**config.mk**
```make
export PLATFORM = sky130hd
export DESIGN_NAME = pipe_add_sub
export DESIGN_NICKNAME = d
export VERILOG_FILES = /design/src/rtl/add_sub_pkg.sv /design/src/rtl/add_sub_seg.sv /design/src/rtl/pipe_add_sub.sv
export SDC_FILE = /design/constraint.sdc
export NUM_CORES = 1
export LEC_CHECK = 0
export CORE_ASPECT_RATIO = 1.75
export CORE_MARGIN = 1
export CORE_UTILIZATION = 49
export CTS_BUF_LIST = sky130_fd_sc_hd__clkbuf_8
export DETAILED_ROUTE_END_ITERATION = 10
export GPL_TIMING_DRIVEN = 0
export PLACE_DENSITY = 0.72
export SLEW_MARGIN = 10
export SYNTH_ARGS = -nofsm -noshare
export SYNTH_HDL_FRONTEND = slang
export SYNTH_SLANG_ARGS = --single-unit
```
**constraint.sdc**
```tcl
create_clock -name clk -period 8.4 [get_ports clk]
set_clock_uncertainty 0.15 [all_clocks]
set_input_delay 1.68 -clock clk [delete_from_list [all_inputs] [get_ports clk]]
set_output_delay 1.68 -clock clk [all_outputs]
set_load 0.05 [all_outputs]
```
**src/rtl/add_sub_pkg.sv**
```systemverilog
// Shared definitions for the pipelined adder/subtractor: opcode encodings,
// flag bundle, full-adder cell and the saturation constant helper.
package add_sub_pkg;

  localparam logic OP_ADD = 1'b0;
  localparam logic OP_SUB = 1'b1;

  localparam int unsigned MAX_W = 64;

  // Flag bundle, MSB first: {ovf, carry, zero, neg}
  typedef struct packed {
    logic ovf;
    logic carry;
    logic zero;
    logic neg;
  } flags_t;

  // One-bit full adder, returns {cout, sum}
  function automatic logic [1:0] full_add(input logic x, input logic y, input logic ci);
    return {(x & y) | (x & ci) | (y & ci), x ^ y ^ ci};
  endfunction

  // Clamp value for a w-bit signed result: positive max when msb=0, negative min when msb=1
  function automatic logic [MAX_W-1:0] sat_val(input logic msb, input int unsigned w);
    logic [MAX_W-1:0] top;
    top = MAX_W'(1) << (w - 1);
    return msb ? top : (top - MAX_W'(1));
  endfunction

endpackage

```
**src/rtl/add_sub_seg.sv**
```systemverilog
// SEG-bit ripple add/sub segment; B is conditionally inverted, carry-in supplied
// by the caller. Also exports the segment MSB of the inverted B for overflow.
module add_sub_seg
  import add_sub_pkg::*;
#(
  parameter int unsigned SEG = 4
) (
  input  logic [SEG-1:0] a,
  input  logic [SEG-1:0] b,
  input  logic           cin,
  input  logic           sub,
  output logic [SEG-1:0] s,
  output logic           cout,
  output logic           bx_msb
);

  logic [SEG-1:0] bx;

  assign bx     = b ^ {SEG{sub == OP_SUB}};
  assign bx_msb = bx[SEG-1];

  always_comb begin
    logic [1:0] fa;
    logic       cc;
    cc = cin;
    s  = '0;
    fa = '0;
    for (int i = 0; i < int'(SEG); i++) begin
      fa   = full_add(a[i], bx[i], cc);
      s[i] = fa[0];
      cc   = fa[1];
    end
    cout = cc;
  end

endmodule

```
**src/rtl/pipe_add_sub.sv**
```systemverilog
// Pipelined W-bit two's-complement add/sub, one carry segment per stage, valid/ready.
// Optional clamp on signed overflow when PIPE_ADD_SUB_SATURATE_EN is defined.
module pipe_add_sub
  import add_sub_pkg::*;
#(
  parameter int unsigned W      = 16,
  parameter int unsigned STAGES = 4
) (
  input  logic         clk,
  input  logic         rst_n,
  input  logic         in_valid,
  output logic         in_ready,
  input  logic [W-1:0] a,
  input  logic [W-1:0] b,
  input  logic         sub,
  output logic         out_valid,
  input  logic         out_ready,
  output logic [W-1:0] r,
  output logic         ovf,
  output logic         carry,
  output logic         zero,
  output logic         neg
);

  localparam int unsigned SEG  = W / STAGES;
  localparam int unsigned MID  = (STAGES > 1) ? STAGES - 1 : 1;
  localparam int unsigned LAST = STAGES - 1;

  logic en;

  // Inter-stage registers: skew (a, b), deskew (s), carry, opcode, valid
  logic [W-1:0] a_q   [MID];
  logic [W-1:0] b_q   [MID];
  logic [W-1:0] s_q   [MID];
  logic         c_q   [MID];
  logic         sub_q [MID];
  logic         v_q   [MID];

  // Per-stage combinational view
  logic [W-1:0]   a_st   [STAGES];
  logic [W-1:0]   b_st   [STAGES];
  logic [W-1:0]   s_st   [STAGES];
  logic [W-1:0]   s_nxt  [STAGES];
  logic           cin_st [STAGES];
  logic           sub_st [STAGES];
  logic [SEG-1:0] seg_s  [STAGES];
  logic           seg_c  [STAGES];
  logic           seg_bxm[STAGES];

  logic         last_v;
  logic [W-1:0] r_fin;
  flags_t       flags_d;
  flags_t       flags_q;
  logic [W-1:0] r_q;
  logic         out_valid_q;

  // Whole pipe advances together; bubbles move like beats
  assign en       = ~out_valid_q | out_ready;
  assign in_ready = en;

  for (genvar k = 0; k < int'(STAGES); k++) begin : g_stage
    localparam logic [W-1:0] MASK = W'({SEG{1'b1}}) << (k * SEG);

    if (k == 0) begin : g_first
      assign a_st[k]   = a;
      assign b_st[k]   = b;
      assign s_st[k]   = '0;
      assign sub_st[k] = sub;
      assign cin_st[k] = sub;
    end else begin : g_next
      assign a_st[k]   = a_q[k-1];
      assign b_st[k]   = b_q[k-1];
      assign s_st[k]   = s_q[k-1];
      assign sub_st[k] = sub_q[k-1];
      assign cin_st[k] = c_q[k-1];
    end

    add_sub_seg #(.SEG(SEG)) u_seg (
      .a      (a_st[k][k*SEG +: SEG]),
      .b      (b_st[k][k*SEG +: SEG]),
      .cin    (cin_st[k]),
      .sub    (sub_st[k]),
      .s      (seg_s[k]),
      .cout   (seg_c[k]),
      .bx_msb (seg_bxm[k])
    );

    assign s_nxt[k] = (s_st[k] & ~MASK) | (W'(seg_s[k]) << (k * SEG));
  end

  if (STAGES > 1) begin : g_mid
    always_ff @(posedge clk or negedge rst_n) begin
      if (!rst_n) begin
        for (int k = 0; k < int'(MID); k++) begin
          a_q[k]   <= '0;
          b_q[k]   <= '0;
          s_q[k]   <= '0;
          c_q[k]   <= 1'b0;
          sub_q[k] <= 1'b0;
          v_q[k]   <= 1'b0;
        end
      end else if (en) begin
        v_q[0] <= in_valid;
        for (int k = 1; k < int'(MID); k++) begin
          v_q[k] <= v_q[k-1];
        end
        for (int k = 0; k < int'(MID); k++) begin
          a_q[k]   <= a_st[k];
          b_q[k]   <= b_st[k];
          s_q[k]   <= s_nxt[k];
          c_q[k]   <= seg_c[k];
          sub_q[k] <= sub_st[k];
        end
      end
    end
    assign last_v = v_q[MID-1];
  end else begin : g_flat
    always_comb begin
      for (int k = 0; k < int'(MID); k++) begin
        a_q[k]   = '0;
        b_q[k]   = '0;
        s_q[k]   = '0;
        c_q[k]   = 1'b0;
        sub_q[k] = 1'b0;
        v_q[k]   = 1'b0;
      end
    end
    assign last_v = in_valid;
  end

  // Flags from the completed W-bit result in the final stage
  always_comb begin
    flags_d       = '0;
    r_fin         = '0;
    flags_d.ovf   = (a_st[LAST][W-1] & seg_bxm[LAST] & ~s_nxt[LAST][W-1]) |
                    (~a_st[LAST][W-1] & ~seg_bxm[LAST] & s_nxt[LAST][W-1]);
    flags_d.carry = seg_c[LAST];
`ifdef PIPE_ADD_SUB_SATURATE_EN
    r_fin = flags_d.ovf ? W'(sat_val(a_st[LAST][W-1], W)) : s_nxt[LAST];
`else
    r_fin = s_nxt[LAST];
`endif
    flags_d.zero  = (r_fin == '0);
    flags_d.neg   = r_fin[W-1];
  end

  always_ff @(posedge clk or negedge rst_n) begin
    if (!rst_n) begin
      out_valid_q <= 1'b0;
      r_q         <= '0;
      flags_q     <= '0;
    end else if (en) begin
      out_valid_q <= last_v;
      r_q         <= r_fin;
      flags_q     <= flags_d;
    end
  end

  assign out_valid = out_valid_q;
  assign r         = r_q;
  assign ovf       = flags_q.ovf;
  assign carry     = flags_q.carry;
  assign zero      = flags_q.zero;
  assign neg       = flags_q.neg;

endmodule

```
# ---- Word level (Yosys, flattened, before mapping)
# Cells that the tools add are included.
dict set report totals {
  regBits 150
  latchBits 0
  ram_bits 0
  rom_bits 0
  out_inout_bits 22
  wordCells 153
  mem_count 0
}
dict set report classes {
  addsub 0
  multipliers 0
  div_mod_pow 0
  n_lt_le_gt_ge 0
  n_eq_ne 0
  n_shift 0
  muxes 0
  n_bitwise 128
  reduce_logical 1
}
# cell n
set op_table {}
lappend op_table {{AND 1 bit} 51}
lappend op_table {{OR 1 bit} 34}
lappend op_table {{XOR 1 bit} 32}
lappend op_table {{logical NOT 16 bit} 1}
lappend op_table {{OR 12 x 16 -> 16 bit} 1}
lappend op_table {{XOR 4 bit} 4}
lappend op_table {{OR 8 x 12 -> 12 bit} 1}
lappend op_table {{OR 4 x 8 -> 8 bit} 1}
lappend op_table {{NOT 1 bit} 4}

# ---- Logic depth before layout (Yosys ltp)
dict set report logic_depth {
  word_depth 15
  depth_mapped 11
  ltp_nobuf 10
}

# ---- Hierarchy
# Synthesis repeated with hierarchy kept, for this count alone.
dict set report hier_totals {
  hier_cells 281
  area_unflattened_um2 4629.4
}
# mod instances cells_each area_per_inst_um2 seq_area_each_um2
set modules_own_cells {}
lappend modules_own_cells {pipe_add_sub 1 225 4078.9 2527.4}
lappend modules_own_cells {add_sub_seg 4 14 137.6 0.0}

# ---- Least setup slack after synthesis
# OpenSTA, ideal clock, no wires.
dict set report synth_path {
  path_type {input -> output}
  startpoint {input out_ready}
  endpoint {output in_ready}
  arrival_time_ps 2107
  required_ps 6570
  slack_ps 4463
  path_stages 4
  path_cell_list {nor2b_4 > inv_2 > buf_6 > buf_6}
}
dict set report synth_via {
  elab_chain_len 1
}
# item line_no
set synth_rtl {}
lappend synth_rtl {{start: declaration} pipe_add_sub.sv:17} ;# input logic out_ready,
lappend synth_rtl {{OR 1 bit} pipe_add_sub.sv:58} ;# assign en = ~out_valid_q | out_ready;
lappend synth_rtl {{end: declaration} pipe_add_sub.sv:12} ;# output logic in_ready,
# No other way between the ends.

# ---- Worst setup path in the final report
# Ends and elaborated chain as after synthesis.

==> flow_metrics.tcl <==
set metrics [dict create \
    firstDrtPassIters 4 \
    ant_nets 0 \
    clock_latency_ns 0.36 \
    grt_use_met1 0.247 \
    antenna_cells 0 \
    power_density_nw_per_um2 396 \
    ios 59 \
    synthMuxAreaShare 0.00484 \
    yosysMostFrequentCell "nand2_1" \
    seq_area_frac_synth 0.575 \
    maxSlewHeadroom 0.643 \
    grt_pass1_vias 3113 \
    power_mw 2.10 \
    vdd_ir_drop_max_v 0.000170 \
    clockBufferDepth 2 \
    yosys.area_share.simple 0.243 \
    synth_nets 525 \
    place_ws_ns 3.10 \
    cts_tree "yes" \
    drtIter0Drc 202 \
    gp_congestion 0.822 \
    status "finished, final reports clean" \
    cp.arrival_ns 3.45 \
    min_path_type "reg -> reg" \
    grt_max_degree 62 \
    drive_gt1_frac 0.0882 \
    post_cts_buffers 0 \
    setup_viol 0 \
    critPathLaunchType "primary input" \
    async_flop_share 1.00 \
    routed_wl_microns 8720 \
    core_sq_um 8670 \
    timing.final.crit_period_ns 5.28 \
    ys.flop_type "dfrtp_1" \
    hold_viol 0 \
    yosys_warnings 0 \
    grt_remaining_overflow 0 \
    hold_ws_ns 0.316 \
    crit_type "in -> out" \
    crit_fanout 10 \
    synth_fa_ha_area_frac 0.0740 \
    initial_core_util 0.507 \
    vias 3116 \
    ys_ff_latch 101 \
    power_leakage_nw 2.73 \
    synth_top_family_by_area "simple AND/OR/NAND/NOR gates" \
    synth_commonest_cells "264 x nand2_1, 101 x dfrtp_1, 19 x buf_2" \
    tightest_slew_ns 0.536 \
    antenna_found_initial 0 \
    clkTransAtPathRegs_ns 0.09 \
    grtUsageTotal 0.213 \
    setup_tns_ns 0 \
    synth-edff-count 0 \
    cts_inserted_buffers 9 \
    worst_slack_ns 3.12 \
    rsz0062_at_grt "false" \
    nNetsFinal 595 \
    maxCapViolCount 0 \
    ys_top_cells_by_area "dfrtp_1 57%, nand2_1 23%, fa_1 6.8%" \
    synthXorXnorAreaFrac 0.0319 \
    end_kind "output pin" \
    grt-busiest-layer "met2" \
    required_ns 6.57 \
    fmax_mhz 190 \
    cts-root-buf "clkbuf_8" \
    grt.met3_usage 0.0315 \
    period_share 0.628 \
    area_growth_pct 20.9 \
    die_w_microns 73.6 \
    synthCells 471 \
    grt_util_met2 0.375 \
    syn_area_sq_um 4400 \
    vias_per_cell 4.71 \
    synth.distinct_cells 22 \
    die_area_sq_um 9370 \
    cts_resized 0 \
    syn_avg_cell_area_sq_um 9.34 \
    synth_top_area_frac 0.575 \
    holdBufCountCts 0 \
    numClockSinks 101 \
    slew_viol_final 0 \
    grt_first_pass_wirelength_microns 14600 \
    num_rows 45 \
    fillCellCount 793 \
    fp.dieH_microns 127 \
    synth_top_area_cell "dfrtp_1" \
    wl_per_cell_microns 13.2 \
    drc 0 \
    htree_levels 3 \
    dpl.hpwl_microns 6400 \
    place.port_buffers 58 \
    synth_compound_area_frac 0.0222 \
]
power breakdown:
group          internal, mW  leakage (nW)  switching (mW)
registers             0.699          1.22           0.122
clock network         0.119        0.0899           0.156
logic                 0.394          1.42           0.614
total                  1.21          2.73           0.893
through the flow:
step / util / instances / cell area [sq um]
final: 0.613 / 661 / 5320
after global routing: 0.613 / 661 / 5320
after CTS: 0.613 / 661 / 5320
after detailed placement: 0.594 / 647 / 5150
after global placement: 0.591 / 646 / 5120
after floorplan: - / 471 / 4400
final timing paths:
check                                 to  slack (ns)  startpoint  depth (start not counted)
worst min-delay path              last_v        0.32      last_v                          2
worst max register to register      zero        5.14    sub_q[0]                         11
worst max-delay path            in_ready        3.12   out_ready                          6
max in group asynchronous        a_q[39]        6.29       rst_n                          2
worst min register to register    last_v        0.32      last_v                          2
min in group asynchronous        a_q[31]        1.14       rst_n                          1
state kept, by name (all words and copies together) (netlist names):
name,flops
a_q,24
r,15
out_valid,1
carry,1
neg,1
last_v,1
c_q,3
ovf,1
v_q,2
s_q,24
sub_q,3
b_q,24
zero,1
cells in the final DEF, fill, tap and decap left out:
cell type,netlist,routed
nand2b_1,1,1
clkbuf_8,0,11
clkinvlp_4,0,1
buf_4,3,4
buf_6,3,3
nor2b_4,1,1
nor2_1,6,6
fa_1,15,15
xnor2_1,7,7
inv_1,16,18
a21oi_2,6,6
ha_1,2,2
clkdlybuf4s50_1,0,57
nand2_1,264,264
nand4_1,1,1
nor4b_1,1,1
buf_16,0,1
xor2_1,9,9
inv_2,1,1
o21ai_0,9,9
buf_2,19,19
clkbuf_1,1,1
nor4_1,3,3
mux2_2,1,1
dfrtp_1,101,101
mux2i_1,1,1
logic make-up (layout without fill, tap and decap cells):
logic type,after synthesis,count (layout)
multiplexers,2,2
buffers and inverters,43,116
flip-flops,101,101
AND/OR/NAND/NOR,277,277
AO/OA/AOI/OAI,15,15
adder cells (fa/ha/maj),17,17
XOR/XNOR,16,16
layout make-up:
| cell class | instances | area, sq um | share of cell area |
|---|---|---|---|
| plain buffers | 26 | 155 | 0.0292 |
| repair buffers | 59 | 606 | 0.114 |
| flip-flops and latches | 101 | 2530 | 0.475 |
| clock inverters | 3 | 15.0 | 0.00282 |
| inverters | 17 | 63.8 | 0.0120 |
| clock buffers | 11 | 151 | 0.0285 |
| multi-input cells | 327 | 1650 | 0.311 |
| well taps | 117 | 146 | 0.0275 |
per-layer routing:
metal,part of all wire,up-vias
li1,-,1547
met1,0.39,1492
met2,0.56,62
met3,0.030,15
met4,0.022,0
met5,0,-
worst max-delay path: stages:
cell	delay, ns
clkdlybuf4s50_1	0.50
nor2b_4	0.05
inv_2	0.06
buf_6	0.14
buf_6	0.17
clkdlybuf4s50_1	0.83
No activity file was read; power rests on OpenSTA's default activity.
